$ cat src/rtl/router_pkg.sv
// rtl/router_pkg.sv - shared state encoding, port indices and one-hot helpers for the read arbiter
package router_pkg;

    typedef enum logic [1:0] {
        ST_IDLE    = 2'd0,
        ST_READ    = 2'd1,
        ST_DRAIN   = 2'd2,
        ST_TIMEOUT = 2'd3
    } arb_state_e;

    localparam int         NUM_PORTS = 3;
    localparam logic [1:0] PORT_0    = 2'd0;
    localparam logic [1:0] PORT_1    = 2'd1;
    localparam logic [1:0] PORT_2    = 2'd2;
    localparam logic [1:0] PORT_NONE = 2'b11;

    function automatic logic [2:0] port_onehot(input logic [1:0] port);
        case (port)
            PORT_0:  return 3'b001;
            PORT_1:  return 3'b010;
            PORT_2:  return 3'b100;
            default: return 3'b000;
        endcase
    endfunction

    function automatic logic [1:0] onehot_port(input logic [2:0] oh);
        if (oh[0])      return PORT_0;
        else if (oh[1]) return PORT_1;
        else if (oh[2]) return PORT_2;
        else            return PORT_NONE;
    endfunction

endpackage

$ cat src/rtl/router_rd_arbiter_if.sv
// rtl/router_rd_arbiter_if.sv - FIFO-side and consumer-side signals of the read arbiter
interface router_rd_arbiter_if #(
    parameter int DW = 8
);
    logic          fifo_empty_0;
    logic          fifo_empty_1;
    logic          fifo_empty_2;
    logic [DW-1:0] data_out_0;
    logic [DW-1:0] data_out_1;
    logic [DW-1:0] data_out_2;
    logic          dout_ready;
    logic          read_enb_0;
    logic          read_enb_1;
    logic          read_enb_2;
    logic          soft_reset_0;
    logic          soft_reset_1;
    logic          soft_reset_2;
    logic [DW-1:0] data_out;
    logic          vld_out;
    logic [1:0]    grant;
    logic          arb_busy;

    modport master (
        input  fifo_empty_0, fifo_empty_1, fifo_empty_2,
        input  data_out_0, data_out_1, data_out_2,
        input  dout_ready,
        output read_enb_0, read_enb_1, read_enb_2,
        output soft_reset_0, soft_reset_1, soft_reset_2,
        output data_out, vld_out, grant, arb_busy
    );

    modport slave (
        output fifo_empty_0, fifo_empty_1, fifo_empty_2,
        output data_out_0, data_out_1, data_out_2,
        output dout_ready,
        input  read_enb_0, read_enb_1, read_enb_2,
        input  soft_reset_0, soft_reset_1, soft_reset_2,
        input  data_out, vld_out, grant, arb_busy
    );
endinterface

$ cat src/rtl/router_rr_pick.sv
// rtl/router_rr_pick.sv - combinational round-robin pick of the first requester after last_grant
module router_rr_pick
    import router_pkg::*;
(
    input  logic [2:0] req,
    input  logic [1:0] last_grant,
    output logic [1:0] grant
);

    logic [1:0] idx;

    // Scan farthest to nearest so the nearest requester after last_grant wins.
    always_comb begin
        grant = PORT_NONE;
        idx   = PORT_0;
        for (int i = NUM_PORTS; i >= 1; i--) begin
            idx = 2'((int'(last_grant) + i) % NUM_PORTS);
            if (req[idx]) begin
                grant = idx;
            end
        end
    end

endmodule

$ cat src/rtl/router_rd_arbiter.sv
// rtl/router_rd_arbiter.sv - packet-granular round-robin read arbiter over three destination FIFOs
module router_rd_arbiter
    import router_pkg::*;
#(
    parameter int TIMEOUT = 30,
    parameter int DW      = 8
) (
    input  logic                 clock,
    input  logic                 reset,
    router_rd_arbiter_if.master  bus
);

    localparam logic [4:0] STALL_LAST = 5'(TIMEOUT - 1);

    arb_state_e    state_q, state_d;
    logic [1:0]    grant_q, grant_d;
    logic [1:0]    last_grant_q, last_grant_d;
    logic [1:0]    sel_q, sel_d;
    logic [4:0]    stall_q, stall_d;
    logic          vld_q, vld_d;

    logic [2:0]    empty_v;
    logic [2:0]    req_v;
    logic [1:0]    pick;
    logic          empty_g;
    logic [2:0]    rd_en;
    logic [2:0]    soft_rst;
    logic [DW-1:0] data_mux;

    assign empty_v = {bus.fifo_empty_2, bus.fifo_empty_1, bus.fifo_empty_0};
    assign req_v   = ~empty_v;
    assign empty_g = |(empty_v & port_onehot(grant_q));

    router_rr_pick u_rr_pick (
        .req        (req_v),
        .last_grant (last_grant_q),
        .grant      (pick)
    );

    always_ff @(posedge clock or posedge reset) begin
        if (reset) begin
            state_q      <= ST_IDLE;
            grant_q      <= PORT_NONE;
            last_grant_q <= PORT_2;
            sel_q        <= PORT_NONE;
            stall_q      <= '0;
            vld_q        <= 1'b0;
        end else begin
            state_q      <= state_d;
            grant_q      <= grant_d;
            last_grant_q <= last_grant_d;
            sel_q        <= sel_d;
            stall_q      <= stall_d;
            vld_q        <= vld_d;
        end
    end

    always_comb begin
        state_d      = state_q;
        grant_d      = grant_q;
        last_grant_d = last_grant_q;
        stall_d      = stall_q;
        vld_d        = |rd_en;
        sel_d        = onehot_port(rd_en);
        case (state_q)
            ST_IDLE: begin
                if (|req_v) begin
                    state_d = ST_READ;
                    grant_d = pick;
                end
            end
            ST_READ: begin
                // Empty wins over a stall that would otherwise expire this cycle.
                if (empty_g) begin
                    state_d = ST_DRAIN;
                    stall_d = '0;
                end else if (bus.dout_ready) begin
                    stall_d = '0;
                end else if (stall_q == STALL_LAST) begin
                    state_d = ST_TIMEOUT;
                    stall_d = '0;
                end else begin
                    stall_d = stall_q + 5'd1;
                end
            end
            ST_DRAIN, ST_TIMEOUT: begin
                state_d      = ST_IDLE;
                last_grant_d = grant_q;
                grant_d      = PORT_NONE;
            end
            default: begin
                state_d = ST_IDLE;
                grant_d = PORT_NONE;
            end
        endcase
    end

    always_comb begin
        rd_en    = '0;
        soft_rst = '0;
        if (state_q == ST_READ && bus.dout_ready && !empty_g) begin
            rd_en = port_onehot(grant_q);
        end
        if (state_q == ST_TIMEOUT) begin
            soft_rst = port_onehot(grant_q);
        end
        // FIFO read data lands one cycle after its strobe, so steer by last cycle's reader.
        case (sel_q)
            PORT_0:  data_mux = bus.data_out_0;
            PORT_1:  data_mux = bus.data_out_1;
            PORT_2:  data_mux = bus.data_out_2;
            default: data_mux = '0;
        endcase
    end

    assign bus.read_enb_0   = rd_en[0];
    assign bus.read_enb_1   = rd_en[1];
    assign bus.read_enb_2   = rd_en[2];
    assign bus.soft_reset_0 = soft_rst[0];
    assign bus.soft_reset_1 = soft_rst[1];
    assign bus.soft_reset_2 = soft_rst[2];
    assign bus.data_out     = data_mux;
    assign bus.vld_out      = vld_q;
    assign bus.grant        = grant_q;
    assign bus.arb_busy     = (state_q != ST_IDLE);

endmodule

$ cat src/flat_wrapper.sv
// flat-port wrapper written by rule: the top's interface ports become plain ports
module router_rd_arbiter_flat import router_pkg::*;
#(
    parameter int TIMEOUT = 30,
    parameter int DW      = 8
)
  (clock, reset, bus_fifo_empty_0, bus_fifo_empty_1, bus_fifo_empty_2, bus_data_out_0, bus_data_out_1, bus_data_out_2, bus_dout_ready, bus_read_enb_0, bus_read_enb_1, bus_read_enb_2, bus_soft_reset_0, bus_soft_reset_1, bus_soft_reset_2, bus_data_out, bus_vld_out, bus_grant, bus_arb_busy);
  router_rd_arbiter_if #(.DW(DW)) bus_i ();
  input  logic clock;
  input  logic reset;
  input wire logic [$bits(bus_i.fifo_empty_0)-1:0] bus_fifo_empty_0;
  input wire logic [$bits(bus_i.fifo_empty_1)-1:0] bus_fifo_empty_1;
  input wire logic [$bits(bus_i.fifo_empty_2)-1:0] bus_fifo_empty_2;
  input wire logic [$bits(bus_i.data_out_0)-1:0] bus_data_out_0;
  input wire logic [$bits(bus_i.data_out_1)-1:0] bus_data_out_1;
  input wire logic [$bits(bus_i.data_out_2)-1:0] bus_data_out_2;
  input wire logic [$bits(bus_i.dout_ready)-1:0] bus_dout_ready;
  output wire logic [$bits(bus_i.read_enb_0)-1:0] bus_read_enb_0;
  output wire logic [$bits(bus_i.read_enb_1)-1:0] bus_read_enb_1;
  output wire logic [$bits(bus_i.read_enb_2)-1:0] bus_read_enb_2;
  output wire logic [$bits(bus_i.soft_reset_0)-1:0] bus_soft_reset_0;
  output wire logic [$bits(bus_i.soft_reset_1)-1:0] bus_soft_reset_1;
  output wire logic [$bits(bus_i.soft_reset_2)-1:0] bus_soft_reset_2;
  output wire logic [$bits(bus_i.data_out)-1:0] bus_data_out;
  output wire logic [$bits(bus_i.vld_out)-1:0] bus_vld_out;
  output wire logic [$bits(bus_i.grant)-1:0] bus_grant;
  output wire logic [$bits(bus_i.arb_busy)-1:0] bus_arb_busy;
  assign bus_i.fifo_empty_0 = bus_fifo_empty_0;
  assign bus_i.fifo_empty_1 = bus_fifo_empty_1;
  assign bus_i.fifo_empty_2 = bus_fifo_empty_2;
  assign bus_i.data_out_0 = bus_data_out_0;
  assign bus_i.data_out_1 = bus_data_out_1;
  assign bus_i.data_out_2 = bus_data_out_2;
  assign bus_i.dout_ready = bus_dout_ready;
  assign bus_read_enb_0 = bus_i.read_enb_0;
  assign bus_read_enb_1 = bus_i.read_enb_1;
  assign bus_read_enb_2 = bus_i.read_enb_2;
  assign bus_soft_reset_0 = bus_i.soft_reset_0;
  assign bus_soft_reset_1 = bus_i.soft_reset_1;
  assign bus_soft_reset_2 = bus_i.soft_reset_2;
  assign bus_data_out = bus_i.data_out;
  assign bus_vld_out = bus_i.vld_out;
  assign bus_grant = bus_i.grant;
  assign bus_arb_busy = bus_i.arb_busy;
  router_rd_arbiter #(.TIMEOUT(TIMEOUT), .DW(DW)) u_core (.clock(clock), .reset(reset), .bus(bus_i));
endmodule
$ cat config.mk
export PLATFORM = sky130hd
export DESIGN_NAME = router_rd_arbiter_flat
export DESIGN_NICKNAME = d
export VERILOG_FILES = /design/src/rtl/router_pkg.sv /design/src/rtl/router_rd_arbiter_if.sv /design/src/rtl/router_rr_pick.sv /design/src/rtl/router_rd_arbiter.sv /design/src/flat_wrapper.sv
export SDC_FILE = /design/constraint.sdc
export NUM_CORES = 1
export LEC_CHECK = 0
export CAP_MARGIN = 20
export CORE_ASPECT_RATIO = 1.1
export CORE_MARGIN = 10
export CORE_UTILIZATION = 38
export CTS_CLUSTER_SIZE = 10
export DETAILED_ROUTE_END_ITERATION = 10
export GPL_TIMING_DRIVEN = 0
export PLACE_DENSITY = 0.74
export SLEW_MARGIN = 20
export SYNTH_ARGS = -nofsm -noshare
export SYNTH_HDL_FRONTEND = slang
export SYNTH_SLANG_ARGS = --single-unit
$ cat constraint.sdc
create_clock -name clock -period 1.5 [get_ports clock]
set_input_delay 0.3 -clock clock [delete_from_list [all_inputs] [get_ports clock]]
set_output_delay 0.3 -clock clock [all_outputs]
set_load 0.01 [all_outputs]
==> run metrics <==
FF+latch count, synth=14; layout cell share with drive strength beyond 1=0.438; vias in the first global route=1288; hold crit path type=input port to asynchronous set/reset pin; GP Congestion=0.810; Post-Synth Simple-Gate Area=0.228; max layer used=met4; DR DRC count=0; largest net degree at the start of global routing=15; initial antenna violation count=0; Routed met2 length=between 1500 and 2000 µm; IO Count=48; Reg power frac=0.220; Final TNS setup=-2.26 ns; Final Skew=0.0111 ns; largest fanout on the critical path=4; H-tree levels=1; Max Slew Vio Count=0; DRT iter0 DRCs=38; VDD IR max=1170 µV; Post-Place Cell Area=1620 µm²; fin crit share=1.17; Pre-antenna DRT Iters=4; placed cells=205; RSZ-0062 raised after global routing=yes; clk slew on worst S/H paths=0.10 ns; Syn Nets=163; status=finished with violations; Die ar.=5550 µm²; CTS hold repair buffers=0; syn avg cell area=8.81 µm²; drt wl/cell=around 17 µm; mux cell area share after synthesis=0.0932; global-route wire length before repair=6180 µm; commonest non-fill, non-tap cell in the layout=clkdlybuf4s50_1; Worst setup SP type=flip-flop; number of clock sinks=14; non-filler cells in the finished layout=225; Fmax=570 MHz; final instance area=~1900 µm²; DR vias=about 1200; Async SR Flop Fraction=1.00; total core area=between 2000 and 3000 µm²; Num CTS Buffers=3; yosys warns=0; final setup vio count=16; CP Data Arrival Time=1.46 ns; Synth area leader=dfrtp_1; area growth from synthesis to layout=68.4%; Post-Synthesis Cells=128; final hold vios=0; switch share=0.411; worst slack, placed=-0.643 ns; worst setup margin=-0.255 ns; cell row count=20; gr usage total=0.131; CTS root buf=clkbuf_4; Final #Nets=~230; Synth Area in XOR/XNOR=0; Starting Density=0.402; hpwl dp=2730 µm; Port Buffers=44; drt total wl=3830 µm; top cells by area, synth=dfrtp_1 (20%), dfstp_2 (12%), mux2i_1 (7.1%); LEAKAGE=~0.86 nW; CTS tree=built; M1 wire length=roughly 1700 µm; die height=77.1 µm; EDFF count, synth=0; Clk pwr share=0.074; Hold WS=approximately 0.36 ns; post-synthesis cell type count=45; Slew HR=0.633; P_int=1.80 mW; GRT overflow=0; Worst-Margin Slew=0.550 ns; WS Path Type=flip-flop to output port; final critical-path required period=1.76 ns; Most used DFF post-synth=dfrtp_1; ANT nets after route=0; Clock Path Buffers=2; Comb pwr share=0.705; met3 routed WL=roughly 280 µm; Yosys top cell area share=0.200; Switch Pwr=1.26 mW; Compound-Gate Fraction of Synth Area=0.240; n_diodes=0; commonest non-fill, non-tap cells in the layout=clkdlybuf4s50_1 (26), buf_2 (16), nand2_1 (15); Req. time, crit path=1.20 ns; crit path capture type=output port; Vias/cell=approximately 5.4; Synth Cell Area=1130 µm²; Adder-Cell Fraction of Synth Area=0.0555; power per cell area=1610 nW/µm²; failing checks=negative setup slack; die width=71.9 µm; main combinational cell family by area after synthesis=compound AO/OA/AOI/OAI gates; Worst-Skew Late Latency=~0.27 ns; max-cap viol count=0; sequential-to-total area share from yosys stat=0.316
## routing by layer
metal / track usage / up-vias
met4: 0.0426 / 0
met3: 0.0283 / 4
met1: 0.159 / 572
met5: 0 / -
met2: 0.218 / 43
li1: - / 594
## worst max-delay path, stage by stage (launching register included)
cell	delay [ns]
dfrtp_1	0.41
and2b_2	0.27
nand2_4	0.09
nor4b_4	0.24
buf_2	0.18
## synthesized netlist by cell type, drive strengths merged, types with 2 or more instances
library cell / count
nand2b: 2
or2b: 2
inv: 5
nand2: 17
mux2i: 9
buf: 6
a21oi: 5
nand3: 2
ha: 5
nor2: 5
o31ai: 2
and2b: 2
nor3: 5
o21ai: 15
nor3b: 2
or2: 3
nor4b: 2
clkbuf: 3
o211ai: 2
o21a: 2
dfrtp: 9
dfstp: 5
## power by group through the flow
stage          registers [mW]  clock network, mW  logic (mW)
2_1_floorplan           0.664                  0       0.920
3_3_place_gp            0.672                  0        1.34
3_5_place_dp            0.674                  0        1.40
4_1_cts                 0.661              0.222        2.02
5_1_grt                 0.692              0.244        2.31
6_report                0.674              0.227        2.16
## cell families (layout without fill, tap and decap cells)
logic type | Yosys count | count (layout)
buffers and inverters | 14 | 78
muxes | 10 | 10
DFF | 14 | 14
AOI/OAI and AO/OA | 38 | 38
adders and majority gates | 5 | 5
and+or+nand+nor | 47 | 47
## sequential cells by signal (all words and copies together), names as in the netlist
| name | cells |
|---|---|
| u_core.bus.grant | 2 |
| u_core.bus.vld_out | 1 |
| u_core.last_grant_q | 2 |
| u_core.sel_q | 2 |
| u_core.stall_q | 5 |
| u_core.state_q | 2 |
## worst paths after layout
kind                                           from                 to  slack, ns  depth (start not counted)
worst max-delay path              u_core.state_q[1]     bus_read_enb_2      -0.26                          4
worst min-delay path                          reset  u_core.stall_q[3]       0.36                          2
worst max register to register  u_core.bus.grant[1]    u_core.sel_q[1]      -0.08                          5
worst min register to register    u_core.stall_q[0]  u_core.stall_q[0]       0.51                          1
max in group asynchronous                     reset  u_core.state_q[0]       0.75                          2
min in group clock                 bus_fifo_empty_0  u_core.state_q[0]       0.42                          3
## what timing repair did
item | 4_1_cts | 5_1_grt
gates cloned | 0 | 0
setup buffers | 17 | 1
pin swaps | 9 | 11
resized for setup | 114 | 17
setup endpoints to repair | 23 | 27
## area by class of cell
| cell class | instances | area, µm² |
|---|---|---|
| Clock buffer | 4 | 26.3 |
| Fill cell | 207 | 905 |
| Buffer | 7 | 75.1 |
| Multi-Input combinational cell | 100 | 847 |
| Tap cell | 33 | 41.3 |
| Sequential cell | 14 | 359 |
| Timing Repair Buffer | 62 | 531 |
| Inverter | 5 | 18.8 |
## per-stage QoR
stage	utilization	power, mW
final	0.677	3.06
after global routing	0.677	3.25
after CTS	0.661	2.90
after detailed placement	0.576	2.07
after global placement	0.576	2.01
after floorplan	-	1.58
(Power assumes the default switching activity.)
